--- src/rtl/np_write_arbiter.sv ---
// Two-port round-robin pixel-write arbiter driving a neopixel driver through a
// SETUP/STROBE handshake. Define NP_FRAME_FILL_EN to compile in the whole-strip fill.
module np_write_arbiter #(
   parameter int NUM_LEDS      = 64,
   parameter int SETUP_CYCLES  = 2,
   parameter int STROBE_CYCLES = 2
) (
   input  logic        clk,
   input  logic        rst_n,
   input  logic        req0_valid,
   input  logic [15:0] req0_addr,
   input  logic [23:0] req0_color,
   output logic        req0_ready,
   input  logic        req1_valid,
   input  logic [15:0] req1_addr,
   input  logic [23:0] req1_color,
   output logic        req1_ready,
   input  logic        fill_start,
   input  logic [23:0] fill_color,
   output logic        fill_done,
   output logic [23:0] np_color,
   output logic [15:0] np_address,
   output logic        np_color_clock,
   output logic        busy,
   output logic        err,
   input  logic        err_clr
);
   typedef enum logic [1:0] {IDLE, SETUP, STROBE} state_e;

   localparam int CMAX = (SETUP_CYCLES > STROBE_CYCLES) ? SETUP_CYCLES : STROBE_CYCLES;
   localparam int CW   = (CMAX > 1) ? $clog2(CMAX) : 1;
   localparam logic [CW-1:0] SETUP_LAST  = CW'(SETUP_CYCLES - 1);
   localparam logic [CW-1:0] STROBE_LAST = CW'(STROBE_CYCLES - 1);
   localparam logic [16:0]   ADDR_LIMIT  = 17'(NUM_LEDS);
   localparam logic [15:0]   LAST_ADDR   = 16'(NUM_LEDS - 1);

   state_e        state_q, state_d;
   logic [CW-1:0] cnt_q, cnt_d;
   logic [23:0]   color_q, color_d;
   logic [15:0]   addr_q, addr_d;
   logic          last_q, last_d;   // 1: req1 was granted last
   logic          err_q, err_d;
   logic          fill_q, fill_d;
   logic          done_q, done_d;
   logic          gnt0, gnt1, in_range, fill_go;
   logic [15:0]   sel_addr;
   logic [23:0]   sel_color, fill_rgb;

`ifdef NP_FRAME_FILL_EN
   assign fill_go   = fill_start;
   assign fill_rgb  = fill_color;
   assign fill_done = done_q;
`else
   assign fill_go   = 1'b0;
   assign fill_rgb  = '0;
   assign fill_done = 1'b0;
   logic unused_fill;
   assign unused_fill = ^{fill_start, fill_color, done_q};
`endif

   assign sel_addr  = gnt1 ? req1_addr : req0_addr;
   assign sel_color = gnt1 ? req1_color : req0_color;
   assign in_range  = {1'b0, sel_addr} < ADDR_LIMIT;

   always_comb begin
      state_d = state_q;
      cnt_d   = cnt_q;
      color_d = color_q;
      addr_d  = addr_q;
      last_d  = last_q;
      err_d   = err_q;
      fill_d  = fill_q;
      done_d  = 1'b0;
      gnt0    = 1'b0;
      gnt1    = 1'b0;
      if (err_clr) err_d = 1'b0;
      case (state_q)
         IDLE: begin
            if (fill_go) begin
               state_d = SETUP;
               cnt_d   = '0;
               addr_d  = '0;
               color_d = fill_rgb;
               fill_d  = 1'b1;
            end else begin
               gnt0 = req0_valid && (!req1_valid || last_q);
               gnt1 = req1_valid && (!req0_valid || !last_q);
               if (gnt0 || gnt1) begin
                  last_d = gnt1;
                  // Out-of-range writes are still acknowledged so the requester never stalls.
                  if (in_range) begin
                     state_d = SETUP;
                     cnt_d   = '0;
                     addr_d  = sel_addr;
                     color_d = sel_color;
                  end else begin
                     err_d = 1'b1;
                  end
               end
            end
         end
         SETUP: begin
            if (cnt_q == SETUP_LAST) begin
               state_d = STROBE;
               cnt_d   = '0;
            end else begin
               cnt_d = cnt_q + CW'(1);
            end
         end
         STROBE: begin
            if (cnt_q == STROBE_LAST) begin
               cnt_d = '0;
               if (fill_q && addr_q != LAST_ADDR) begin
                  state_d = SETUP;
                  addr_d  = addr_q + 16'd1;
               end else begin
                  state_d = IDLE;
                  done_d  = fill_q;
                  fill_d  = 1'b0;
               end
            end else begin
               cnt_d = cnt_q + CW'(1);
            end
         end
         default: state_d = IDLE;
      endcase
   end

   always_ff @(posedge clk or negedge rst_n) begin
      if (!rst_n) begin
         state_q <= IDLE;
         cnt_q   <= '0;
         color_q <= '0;
         addr_q  <= '0;
         last_q  <= 1'b1;
         err_q   <= 1'b0;
         fill_q  <= 1'b0;
         done_q  <= 1'b0;
      end else begin
         state_q <= state_d;
         cnt_q   <= cnt_d;
         color_q <= color_d;
         addr_q  <= addr_d;
         last_q  <= last_d;
         err_q   <= err_d;
         fill_q  <= fill_d;
         done_q  <= done_d;
      end
   end

   // Ready is gated with rst_n since the state already reads IDLE during reset.
   assign req0_ready     = gnt0 & rst_n;
   assign req1_ready     = gnt1 & rst_n;
   assign np_color       = color_q;
   assign np_address     = addr_q;
   assign np_color_clock = (state_q == STROBE);
   assign busy           = (state_q != IDLE);
   assign err            = err_q;
endmodule
--- config.mk ---
export PLATFORM = sky130hd
export DESIGN_NAME = np_write_arbiter
export DESIGN_NICKNAME = d
export VERILOG_FILES = /design/src/rtl/np_write_arbiter.sv
export SDC_FILE = /design/constraint.sdc
export NUM_CORES = 1
export LEC_CHECK = 0
export BUFFER_PORTS_ARGS = -buffer_cell sky130_fd_sc_hd__clkbuf_2
export CORE_MARGIN = 4
export CORE_UTILIZATION = 26
export DETAILED_ROUTE_END_ITERATION = 6
export PLACE_DENSITY = 0.63
export SYNTH_ARGS = -nofsm -noshare
export SYNTH_HDL_FRONTEND = slang
export SYNTH_SLANG_ARGS = --single-unit
--- constraint.sdc ---
create_clock -name clk -period 6.15 [get_ports clk]
set_input_delay 0 -clock clk [delete_from_list [all_inputs] [get_ports clk]]
set_output_delay 0 -clock clk [all_outputs]
set_load 0.005 [all_outputs]
# ---- After elaboration in Yosys (flattened, before gate mapping)
# Cells that the tools add are included.
dict set report op_classes {
  addsub 1
  n_lt_le_gt_ge 1
  eq_ne 6
  muxes 20
  n_bitwise 3
  n_reduce_logical 18
}
# op count
set op_table {}
lappend op_table {{$mux 16} 4}
lappend op_table {{$mux 24} 1}
lappend op_table {{$lt 16x7->1 const B} 1}
lappend op_table {{$mux 1} 9}
lappend op_table {{$mux 2} 4}
lappend op_table {{$ne 2x2->1 const B} 3}
lappend op_table {{$pmux 2 s3} 1}
lappend op_table {{$reduce_and 3->1} 2}
lappend op_table {{$reduce_bool 2->1} 3}
lappend op_table {{$reduce_and 5->1} 1}
lappend op_table {{$reduce_and 4->1} 1}
lappend op_table {{$logic_not 1->1} 3}
lappend op_table {{$logic_or 1x1->1} 3}
lappend op_table {{$and 1x1->1} 2}
lappend op_table {{$eq 2x1->1 const B} 1}
lappend op_table {{$eq 2x2->1 const B} 1}
lappend op_table {{$logic_and 1x1->1} 2}
lappend op_table {{$logic_not 2->1} 1}
lappend op_table {{$ne 2x1->1 const B} 1}
lappend op_table {{$pmux 1 s2} 1}
lappend op_table {{$reduce_and 2->1} 1}
lappend op_table {{$reduce_or 2->1} 1}
lappend op_table {{$add 1x1->1 const B} 1}
lappend op_table {{$not 1->1} 1}
dict set report totals {
  reg_bits 45
  output_inout_bits 46
}

# ---- Longest topological paths before layout
# Gate-level depths: netlist of the first run.
dict set report depth {
  word_depth 9
  ltp_mapped 7
}

# ---- Worst setup path after synthesis of the first run
# Ideal clock, no wire load.
dict set report synth_timing {
  path_kind {register to register}
  from {register state_q[0]}
  to {register color_q[11], in the netlist np_color[11]}
  setup_ns 0.128
  t_arrival_ns 1.864
  t_required_ns 6.022
  setup_slack_ns 4.158
  stages_incl_launch_ff 7
  n_path_buf 1
  cell_sequence {dfrtp_1 > inv_1 > ha_1 > nand3_2 > clkbuf_1 > mux2_2 > mux2_1}
}
dict set report synth_between {
  elab_chain_cells 5
  elab_cells_between_ends 6
  cone_classes {order compare: 1; mux: 3; reduce/logical: 2}
}
# element line
set synth_rtl {}
lappend synth_rtl {{start, declared} 37} ;# state_e state_q, state_d;
lappend synth_rtl {{start signal, assigned} 140} ;# state_q <= state_d;
lappend synth_rtl {{$logic_not 2->1 (*)} 77} ;# case (state_q)
lappend synth_rtl {{$mux 1} 77}
lappend synth_rtl {{$mux 16} 61} ;# assign sel_addr = gnt1 ? req1_addr : req0_addr;
lappend synth_rtl {{$lt 16x7->1} 63} ;# assign in_range = {1'b0, sel_addr} < ADDR_LIMIT;
lappend synth_rtl {{$reduce_and 3->1 (no line)} --}
lappend synth_rtl {{end signal, assigned} 142} ;# color_q <= color_d;
lappend synth_rtl {{end, declared} 39} ;# logic [23:0] color_q, color_d;
# Mark *: on every way between the ends. The rest lies on a longest branch, timed or not.
# A chain may end at the register's enable or synchronous reset.

# ---- Worst setup path after layout of the first run
dict set report layout_timing {
  from {register state_q[0]}
  to {register addr_q[0], in the netlist np_address[0]}
}
dict set report layout_between {
  elab_chain_cells 6
  elab_cells_between_ends 14
  cone_classes {order compare: 1; eq/ne: 4; mux: 5; bitwise: 1; reduce/logical: 3}
}
# element line
set layout_rtl {}
lappend layout_rtl {{$logic_not 2->1} 77}
lappend layout_rtl {{$mux 1} 77}
lappend layout_rtl {{$mux 16} 61}
lappend layout_rtl {{$lt 16x7->1 / $mux 16 (equally long branches)} {63, 91}}
lappend layout_rtl {{$ne 2x2->1 (no line) / $mux 16 (equally long branches)} --}
lappend layout_rtl {{$reduce_and 5->1 (no line) / $mux 16 (equally long branches)} --}
lappend layout_rtl {{end signal, assigned} 143} ;# addr_q <= addr_d;
lappend layout_rtl {{end, declared} 40} ;# logic [15:0] addr_q, addr_d;
# Several ways; a longest one is shown, not always the timed one. The select of a mux whose other input is x is not followed.

==> metrics.md, run 1 <==
| Metric | Value |
|---|---|
| Status | `finished clean` |
| Die width | `102 um` |
| Residual DRC | `0` |
| Mapped Area | `2280 um2` |
| Global-route wire length before repair | `8470 um` |
| Synthesis Warnings | `0` |
| Tightest Hold Check Type | `input port to flip-flop` |
| Num rows | `33` |
| # Post-CTS Setup Buffers | `0` |
| Setup TNS | `0 ns` |
| Layout area overhead | `39.2%` |
| Avg Vias per Cell | `between 4 and 5` |
| Drt wl/cell | `13.3 um` |
| Post-synthesis sequential area ratio | `49.3%` |
| Pleak | `0.00173 uW` |
| Final WS setup | `2.59 ns` |
| Die height | `102 um` |
| CTS tree | `done` |
| Unrepaired setup endpoints after global routing | `no` |
| Die area | `between 10000 and 15000 um2` |
| Place WS | `around 2.4 ns` |
| CTS buffer count | `5` |
| Routability-driven placement congestion ratio | `0.757` |
| Pwr Density | `approximately 270 nW/um2` |
| Core area | `about 8400 um2` |
| DRT iter0 DRCs | `16` |
| Hold path startpoint | `req0_color[11]` |
| Design area | `~3200 um2` |
| Worst EP required | `6.32 ns` |
| I/O Buffers | `129` |
| R2r worst-path depth | `6` |
| Final Hold Violating Endpoints | `0` |
| Syn Area/Cell | `12.8 um2` |
| CP Launch Type | `flip-flop` |
| Slew headroom | `42.4%` |
| FF-to-FF setup slack | `between 2 and 3 ns` |
| Synth unique cells | `27` |
| Crit path largest cell delay | `0.80 ns` |
| Crit-path slowest cell | `nand3_2` |
| Initial Util | `27.3%` |
| GRT Overall Usage | `a little over a tenth` |
| CP cell instances | `inv_1 > ha_1 > nand3_2 > mux2i_4 > o2111ai_2 > mux2_2` |
| Net Count, Synth | `293` |
| Vias post-DR | `~1800` |
| Tcrit/Tclk final | `58.0%` |
| Worst Skew | `around 0.010 ns` |
| Hold buffers post-CTS | `4` |
| Post-DP Area | `3020 um2` |
| Yosys reg bits | `45` |
| Max-slew violations | `0` |
| Worst Hold Depth | `3` |
| Max cap viols | `0` |
| CP Data Arrival Time | `3.74 ns` |
| CTS max path bufs | `2` |
| Worst vdd ir | `0.127 mV` |
| CTS Root Cell | `clkbuf_8` |
| Clock-pin slew on the worst setup and hold paths | `around 0.09 ns` |
| # IOs | `156` |
| Largest net degree at the start of global routing | `48` |
| H-tree Lvls | `2` |
| CTS sink cnt | `45` |
| Later-pin clock latency in the skew report | `0.29 ns` |
| Hold EP | `np_color[11]$_DFFE_PN0P_` |
| Vias in the first global route | `1830` |
| Post-detail-place hpwl | `4140 um` |
| Overflow after GRT | `0` |
| Layout cells sized above 1 | `65.9%` |
| Post-Syn Instances | `178` |
| Diodes inserted | `0` |
| Kind of critical path | `flip-flop to flip-flop` |
| Min Tclk post-route | `3.57 ns` |
| Final setup fails | `0` |
| WL final | `5550 um` |
| Detail Route Antenna Nets | `0` |
| Post-CTS sizing | `0` |
| CP Capture Type | `flip-flop` |
| R2R Path Start | `state_q[0]$_DFFE_PN0P_` |
| Crit Path Max Fanout | `32` |
| Reg2reg end | `np_address[0]$_DFFE_PN0P_` |
| Fmax | `roughly 0.28 GHz` |
| Fin nets | `roughly 430` |
| Drt first pass iters | `4` |
| Least-Margin Pin Slew | `0.863 ns` |
| Antenna violations before repair | `0` |
area by class of cell:
type / instances / area, um2
Inverter: 7 / 26.3
Fill cell: 833 / 5200
Clock buffer: 7 / 86.3
Sequential cell: 45 / 1130
Timing Repair Buffer: 134 / 693
Clock inverter: 1 / 30.0
Tap cell: 105 / 131
Multi-Input combinational cell: 117 / 1090
Yosys cell counts, drive strengths merged:
cell     number  area share [%]
o211ai        3            0.99
a21oi         3            0.66
and2         10             2.7
dfrtp        44              48
a31oi         3            0.82
clkbuf        4            0.66
conb          1            0.16
buf           5             1.3
nand2         5            0.82
ha            5             2.7
dfstp         1             1.2
o21bai        1            0.33
o2111ai       1            0.66
mux2i         1            0.99
nand3         7             2.3
or2           1            0.27
inv           7             1.2
nor3b         1            0.33
nor4          4             1.1
mux2         63              31
nand3b        1            0.33
o22ai         1            0.27
nor2          6            0.99
placed cells by master (no fill, tap or decap), drive strengths merged, types with 4 or more instances in the layout:
cell type    synthesis  routed
and2                10      10
clkbuf               4     136
dfrtp               44      44
dlygate4sd3          0       4
ha                   5       5
inv                  7       7
mux2                63      63
nand2                5       5
nand3                7       7
nor2                 6       6
nor4                 4       4
through the flow:
stage	total power [uW]	instances	utilization [%]	hold slack [ns]
floorplan	532	178	-	-0.296
global placement	606	404	36.1	0.138
detailed placement	616	404	36.1	0.134
CTS	867	416	37.9	0.0365
global route	911	416	37.9	0.0384
finish	849	416	37.9	0.0487
flip-flops by register name, summed over array words and instances (netlist names):
name and count:
last_q 1, np_address 16, state_q 2, np_color 24, err 1, cnt_q 1
per-layer routing:
metal,GRT usage (%),vias to the layer above,part of all wire (%)
met3,3.37,4,10
met5,0,-,0
li1,-,890,-
met1,13.4,861,42
met2,17.0,94,47
met4,3.37,0,0.90
worst max-delay path by stage:
stage,start,end,slack (ns),cells past startpoint
after floorplan,state_q[0]$_DFFE_PN0P_,np_color[11]$_DFFE_PN0P_,4.16,6
after global placement,state_q[0]$_DFFE_PN0P_,np_address[5]$_DFFE_PN0P_,2.60,6
after detailed placement,state_q[0]$_DFFE_PN0P_,np_address[1]$_DFFE_PN0P_,2.44,6
after CTS,state_q[0]$_DFFE_PN0P_,np_address[0]$_DFFE_PN0P_,2.44,6
after global routing,state_q[1]$_DFFE_PN0P_,np_address[3]$_DFFE_PN0P_,2.17,6
final,state_q[0]$_DFFE_PN0P_,np_address[0]$_DFFE_PN0P_,2.59,6
where the power goes:
part | switching, uW | internal [uW] | leakage [uW]
Clock | 101 | 133 | 0.0000585
Combinational | 132 | 143 | 0.00106
Sequential | 18.8 | 321 | 0.000617
Total | 252 | 596 | 0.00173
critical path, delay by kind of cell, from the launching register on:
family | cells | cell delay (ns)
muxes | 2 | 1.02
and+or+nand+nor | 1 | 0.80
AOI/OAI and AO/OA | 1 | 0.54
adders and majority gates | 1 | 0.50
DFF | 1 | 0.43
buffers and inverters | 1 | 0.14
kinds of logic (layout without fill, tap and decap cells):
group / after synthesis / in the layout / synth area share, %
AOI/OAI and AO/OA: 12 / 12 / 3.72
adders and majority gates: 5 / 5 / 2.74
buffers and inverters: 16 / 149 / 3.12
DFF: 45 / 45 / 49.3
muxes: 64 / 64 / 32.0
other: 1 / 1 / 0.164
and+or+nand+nor: 35 / 35 / 8.87
(Power assumes the default switching activity.)
==> run 2: changes to the inputs <==
==> constraint.sdc (replaced) <==
create_clock -name clk -period 3.3 [get_ports clk]
set_input_delay 0 -clock clk [delete_from_list [all_inputs] [get_ports clk]]
set_output_delay 0 -clock clk [all_outputs]
set_load 0.005 [all_outputs]
==> run 2 against run 1 <==
Compared with the run above: first-iteration DRC count decreased by 38%; combinational power is 91% higher; maximum frequency up 51%; final area fell by 0.12%; sequential share of layout area is essentially flat; non-clock buffer count increased by 3; count of clock-buffer cells in the layout down 1; sequential power is 86% higher; routed wire length up 0.43%; cell count increased by 0.48%; critical path type unchanged.
==> metrics.md, run 2 (synthesis gave the netlist of run 1 again) <==
| Metric | Value |
|---|---|
| Worst hold slack | `0.0482 ns (-0.000430 ns)` |
| DRT iter0 DRCs | `10 (-6)` |
| Dpl cells | `407 (+0.74%)` |
| Crit path largest cell delay | `0.52 ns (-0.28 ns)` |
| Routability-driven placement congestion ratio | `0.769 (+1.6%)` |
| WL final | `5570 um (+0.43%)` |
| Num rows | `33 (unchanged)` |
| Diodes inserted | `0 (unchanged)` |
| Reg2reg end | `np_address[4]$_DFFE_PN0P_` |
| Worst EP required | `3.47 ns (-2.85 ns)` |
| Post-detail-place hpwl | `4260 um (+2.9%)` |
| Int Pwr | `1040 uW (+74%)` |
| Drt first pass iters | `4 (unchanged)` |
| R2r worst-path depth | `6 (unchanged)` |
| Worst Skew | `0.00490 ns (-0.00530 ns)` |
| Least-Margin Pin Slew | `0.840 ns (-0.0227 ns)` |
| Hold buffers post-CTS | `4 (unchanged)` |
| CP Capture Type | `flip-flop` |
| Fin nets | `428 (+0.71%)` |
| Vias in the first global route | `1878 (+2.6%)` |
| CTS Root Cell | `clkbuf_8` |
| CTS tree | `done` |
| Tightest Hold Check Type | `input port to flip-flop` |
| Tcrit/Tclk final | `71.4% (+13 points)` |
| Slew headroom | `44.0% (+1.6 points)` |
| Fin cells | `418 (+0.48%)` |
| Max cap viols | `0 (unchanged)` |
| Most common cell after layout, fill and taps aside | `clkbuf_2` |
| Crit-path slowest cell | `o2111ai_2` |
| I/O Buffers | `129 (unchanged)` |
| Status | `finished clean` |
| Unrepaired setup endpoints after global routing | `no` |
| CTS max path bufs | `2 (unchanged)` |
| Die area | `10400 um2 (unchanged)` |
| Min Tclk post-route | `2.36 ns (-1.21 ns)` |
| Avg Vias per Cell | `4.47 (+0.49%)` |
| CP cell instances | `inv_1 > ha_1 > nand3_2 > mux2i_4 > o2111ai_2 > mux2_2` |
| Detail Route Antenna Nets | `0 (unchanged)` |
| GRT Overall Usage | `10.9% (+0.39 points)` |
| Later-pin clock latency in the skew report | `0.29 ns (about the same)` |
| Hold EP | `np_color[11]$_DFFE_PN0P_` |
| Clock power share | `23.2% (-4.3 points)` |
| Die height | `102 um (unchanged)` |
| # IOs | `156 (unchanged)` |
| CTS buffer count | `5 (unchanged)` |
| CTS sink cnt | `45 (unchanged)` |
| Max reg flops | `24 (unchanged)` |
| Pwr Density | `474 nW/um2 (+78%)` |
| Kind of critical path | `flip-flop to flip-flop` |
| Most frequent cells in the layout | `clkbuf_2 (129), mux2_2 (62), dfrtp_1 (44), and2_1 (10), inv_1 (7)` |
| Vias post-DR | `1867 (+0.97%)` |
| Antenna violations before repair | `0 (unchanged)` |
| Overflow after GRT | `0 (unchanged)` |
| Fmax | `0.424 GHz (+51%)` |
| Pleak | `0.00173 uW (about the same)` |
| Worst vdd ir | `0.172 mV (+35%)` |
| R2R Path Start | `state_q[0]$_DFFE_PN0P_` |
| Core area | `8380 um2 (unchanged)` |
| Setup TNS | `0 ns (unchanged)` |
| Final setup fails | `0 (unchanged)` |
| Proportion of power drawn by combinational gates | `34.8% (+2.3 points)` |
| Initial Util | `27.3% (unchanged)` |
| Clock-pin slew on the worst setup and hold paths | `0.09 ns (about the same)` |
| CP Launch Type | `flip-flop` |
| Sw frac | `31.1% (+1.3 points)` |
| Max-slew violations | `0 (unchanged)` |
| Layout area overhead | `39.0%` |
| Die width | `102 um (unchanged)` |
| Crit Path Max Fanout | `16 (-50%)` |
| Residual DRC | `0 (unchanged)` |
| Layout cells sized above 1 | `66.5% (+0.54 points)` |
| Post-CTS sizing | `0 (unchanged)` |
| Hold path startpoint | `req1_color[11]` |
| Seq pwr share | `42.0% (+2.0 points)` |
| FF-to-FF setup slack | `0.94 ns (-1.64 ns)` |
| Drt wl/cell | `13.3 um (about the same)` |
| Worst Hold Depth | `3 (unchanged)` |
| Largest net degree at the start of global routing | `32 (-33%)` |
| NetSw | `467 uW (+85%)` |
| # Post-CTS Setup Buffers | `0 (unchanged)` |
| Total chip power | `1500 uW (+77%)` |
| Global-route wire length before repair | `8870 um (+4.6%)` |
| H-tree Lvls | `2 (unchanged)` |
| CP Data Arrival Time | `2.53 ns (-1.21 ns)` |
| Final Hold Violating Endpoints | `0 (unchanged)` |
[run 2: routing by layer]
layer	global-route usage [%]	part of all wire, %	vias to the layer above
met5	0	0	-
met4	3.37	1.1	0
met3	3.37	11	6
met2	19.0	48	95
met1	12.9	40	872
li1	-	-	894
[run 2: worst max-delay path by stage]
stage                           start                         to  slack (ns)  cells past startpoint
2_1_floorplan  state_q[0]$_DFFE_PN0P_   np_color[11]$_DFFE_PN0P_        1.31                      6
3_3_place_gp   state_q[0]$_DFFE_PN0P_  np_address[5]$_DFFE_PN0P_        0.95                      6
3_5_place_dp   state_q[0]$_DFFE_PN0P_  np_address[1]$_DFFE_PN0P_        0.90                      6
4_1_cts        state_q[0]$_DFFE_PN0P_  np_address[4]$_DFFE_PN0P_        0.88                      6
5_1_grt        state_q[0]$_DFFE_PN0P_  np_address[3]$_DFFE_PN0P_        0.78                      6
6_report       state_q[0]$_DFFE_PN0P_  np_address[4]$_DFFE_PN0P_        0.94                      6
[run 2: stage by stage]
step           area, um2  worst slack [ns]  utilization, %
2_1_floorplan       2280              1.31               -
3_3_place_gp        3050             0.949            36.3
3_5_place_dp        3050             0.901            36.3
4_1_cts             3180             0.881            37.9
5_1_grt             3180             0.775            37.9
6_report            3180             0.942            37.9
[run 2: critical path: cells and delay by family, from the launching register on]
family	cells	cell delay, ns
AO/OA/AOI/OAI	1	0.52
adder cells (fa/ha/maj)	1	0.25
buffers and inverters	1	0.11
flip-flops	1	0.41
multiplexers	2	0.83
AND/OR/NAND/NOR	1	0.12
[run 2: final cells by class]
cell class | instances | area [um2]
fill | 844 | 5200
sequential | 45 | 1130
multi-input combinational | 117 | 1090
timing repair buffer | 137 | 716
tap | 105 | 131
clock buffer | 6 | 82.6
inverter | 7 | 26.3
clock inverter | 1 | 7.51
[run 2: power by group through the flow]
stage               logic, uW  clock network (uW)  registers, uW
finish                    524                 350            631
global route              593                 398            639
CTS                       533                 375            632
detailed placement        516                   0            642
global placement          501                   0            640
floorplan                 354                   0            638
==> run 3: changes to the inputs <==
--- a/config.mk
+++ b/config.mk
@@ -9,7 +9,7 @@
 export CORE_MARGIN = 4
 export CORE_UTILIZATION = 26
 export DETAILED_ROUTE_END_ITERATION = 6
-export PLACE_DENSITY = 0.63
+export PLACE_DENSITY = 0.65
 export SYNTH_ARGS = -nofsm -noshare
 export SYNTH_HDL_FRONTEND = slang
 export SYNTH_SLANG_ARGS = --single-unit
==> constraint.sdc (replaced) <==
create_clock -name clk -period 1.96 [get_ports clk]
set_input_delay 0 -clock clk [delete_from_list [all_inputs] [get_ports clk]]
set_output_delay 0 -clock clk [all_outputs]
set_load 0.005 [all_outputs]
==> run 3 against run 2 <==
Compared with the run above: worst setup slack worse by 0.87 ns; first-iteration DRC count is 110% higher; sequential cell count did not move; clock power up 95%; critical path depth up 1; via count increased by 1.5%; clock skew increased by 0.0016 ns; register-to-register slack worse by 0.87 ns; final area up 3.5%; total power rose by 80%; largest power group unchanged.
==> metrics.md, run 3 (synthesis gave the netlist of run 1 again) <==
| Metric | Value |
|---|---|
| Met1 GRT Util | `12.3% (-0.54 points)` |
| Final Hold Violating Endpoints | `0 (unchanged)` |
| Fin nets | `437 (+2.1%)` |
| # IOs | `156 (unchanged)` |
| Residual DRC | `0 (unchanged)` |
| Max reg flops | `24 (unchanged)` |
| Crit Path Max Fanout | `12 (-4)` |
| Detail Route Antenna Nets | `0 (unchanged)` |
| Proportion of power drawn by combinational gates | `35.6% (+0.8 points)` |
| CTS tree | `done` |
| Die width | `102 um (unchanged)` |
| Vias in the first global route | `1847 (-1.7%)` |
| Avg Vias per Cell | `4.44 (-0.64%)` |
| DRT iter0 DRCs | `21 (+11)` |
| Routability-driven placement congestion ratio | `0.741 (-3.7%)` |
| Worst EP required | `2.14 ns (-1.33 ns)` |
| Max cap viols | `0 (unchanged)` |
| Overflow after GRT | `0 (unchanged)` |
| CP Capture Type | `flip-flop` |
| Layout area overhead | `43.9%` |
| CP Data Arrival Time | `2.07 ns (-0.46 ns)` |
| Drt first pass iters | `4 (unchanged)` |
| CTS sink cnt | `45 (unchanged)` |
| Largest net degree at the start of global routing | `25 (-22%)` |
| Fmax | `0.529 GHz (+25%)` |
| Num rows | `33 (unchanged)` |
| I/O Buffers | `129 (unchanged)` |
| Routing usage on met2 | `17.3% (-1.7 points)` |
| CP Launch Type | `flip-flop` |
| Diodes inserted | `0 (unchanged)` |
| Die area | `10400 um2 (unchanged)` |
| Later-pin clock latency in the skew report | `0.29 ns (about the same)` |
| Layout cells sized above 1 | `68.0% (+1.6 points)` |
| Most common cell after layout, fill and taps aside | `clkbuf_2` |
| Antenna violations before repair | `0 (unchanged)` |
| GRT Overall Usage | `10.1% (-0.77 points)` |
| Status | `finished clean` |
| Min Tclk post-route | `1.89 ns (-0.466 ns)` |
| Pleak | `0.00179 uW (+3.4%)` |
| Pwr Density | `823 nW/um2 (+74%)` |
| Sw frac | `30.3% (-0.78 points)` |
| CTS Root Cell | `clkbuf_8` |
| Drt wl/cell | `13.4 um (+0.83%)` |
| Routing usage on met3 | `3.51% (+0.14 points)` |
| Max-slew violations | `0 (unchanged)` |
| Vias post-DR | `1895 (+1.5%)` |
| Worst hold slack | `0.0606 ns (+0.0124 ns)` |
| Most used routing layer | `met2` |
| Clock-pin slew on the worst setup and hold paths | `0.09 ns (about the same)` |
| Initial Util | `27.3% (unchanged)` |
| Post-detail-place hpwl | `4450 um (+4.5%)` |
| Total chip power | `2710 uW (+80%)` |
| Most frequent cells in the layout | `clkbuf_2 (129), mux2_2 (62), dfrtp_1 (44), buf_4 (11), and2_1 (10)` |
| H-tree Lvls | `2 (unchanged)` |
| Clock power share | `25.2% (+2.0 points)` |
| Tightest Hold Check Type | `input port to flip-flop` |
| Die height | `102 um (unchanged)` |
| Final setup fails | `0 (unchanged)` |
| CTS buffer count | `5 (unchanged)` |
| Worst vdd ir | `0.295 mV (+72%)` |
| Seq pwr share | `39.2% (-2.8 points)` |
| NetSw | `819 uW (+75%)` |
| Worst Skew | `0.00653 ns (+0.00163 ns)` |
| WL final | `5740 um (+3.0%)` |
| Unrepaired setup endpoints after global routing | `yes` |
| Global-route wire length before repair | `8270 um (-6.8%)` |
| CTS max path bufs | `2 (unchanged)` |
| Kind of critical path | `flip-flop to flip-flop` |
| Core area | `8380 um2 (unchanged)` |
| Int Pwr | `1890 uW (+82%)` |
| Tcrit/Tclk final | `96.5% (+25 points)` |
run 3: cell count changes in the layout (fill, tap and decap cells not counted), sizes merged:
cell      delta
clkbuf       -1
clkinvlp     -1
bufinv       +1
nand3        +1
clkinv       +1
buf          +8
run 3: layer usage:
metal,share of wire (%),wire [um],vias to the layer above
met5,0,0,-
met4,0.80,46,0
met3,10,592,5
met2,47,2690,101
met1,42,2400,878
li1,-,-,911
run 3: stage by stage:
stage | cells | utilization [%] | setup TNS (ns) | cell area, um2 | worst slack [ns]
after floorplan | 178 | - | 0 | 2290 | 0.0218
after global placement | 413 | 37.1 | 0 | 3110 | 0.0668
after detailed placement | 413 | 37.1 | 0 | 3110 | 0.0201
after CTS | 424 | 38.8 | 0 | 3250 | 0.000843
after global routing | 427 | 39.2 | -1.08 | 3290 | -0.0645
final | 427 | 39.2 | 0 | 3290 | 0.0682
run 3: final timing paths:
| check | cells after the start | slack (ns) | end | from |
|---|---|---|---|---|
| min reg2reg | 1 | 0.49 | np_address[6]$_DFFE_PN0P_ | np_address[6]$_DFFE_PN0P_ |
| max reg2reg | 7 | 0.07 | np_color[15]$_DFFE_PN0P_ | state_q[1]$_DFFE_PN0P_ |
| min in group asynchronous | 3 | 0.29 | np_address[0]$_DFFE_PN0P_ | rst_n |
| min | 3 | 0.06 | np_address[0]$_DFFE_PN0P_ | req0_addr[0] |
| max in group asynchronous | 3 | 1.39 | last_q$_DFFE_PN1P_ | rst_n |
| max | 7 | 0.07 | np_color[15]$_DFFE_PN0P_ | state_q[1]$_DFFE_PN0P_ |
run 3: layout make-up:
type / count / area [um2]
flip-flops and latches: 45 / 1130
clock inverters: 2 / 35.0
inverters: 7 / 26.3
fillers: 826 / 5090
clock buffers: 5 / 68.8
multi-input cells: 118 / 1110
repair buffers: 145 / 788
well taps: 105 / 131
run 3: repair_timing:
| action | in CTS | in global routing |
|---|---|---|
| cloned | 0 | 1 |
| pin swaps | 0 | 1 |
| setup endpoints to repair | 1 | 29 |
| setup buffers | 0 | 2 |
| gates resized for setup | 1 | 1 |
| endpoints found under the hold margin | 46 | 0 |
| hold buffers | 4 | 0 |
run 3: power by group through the flow:
stage          Sequential (uW)  Clock [uW]  Combinational (uW)
5_1_grt                   1070         745                1080
2_1_floorplan             1070           0                 604
3_5_place_dp              1080           0                 934
4_1_cts                   1060         714                 964
6_report                  1060         681                 964
3_3_place_gp              1070           0                 910
run 3: critical path: stages (launching register included):
cell,delay [ns]
dfrtp_1,0.41
inv_1,0.09
ha_2,0.18
nand3_2,0.13
mux2i_4,0.27
buf_4,0.18
nand3_4,0.18
mux2_2,0.33
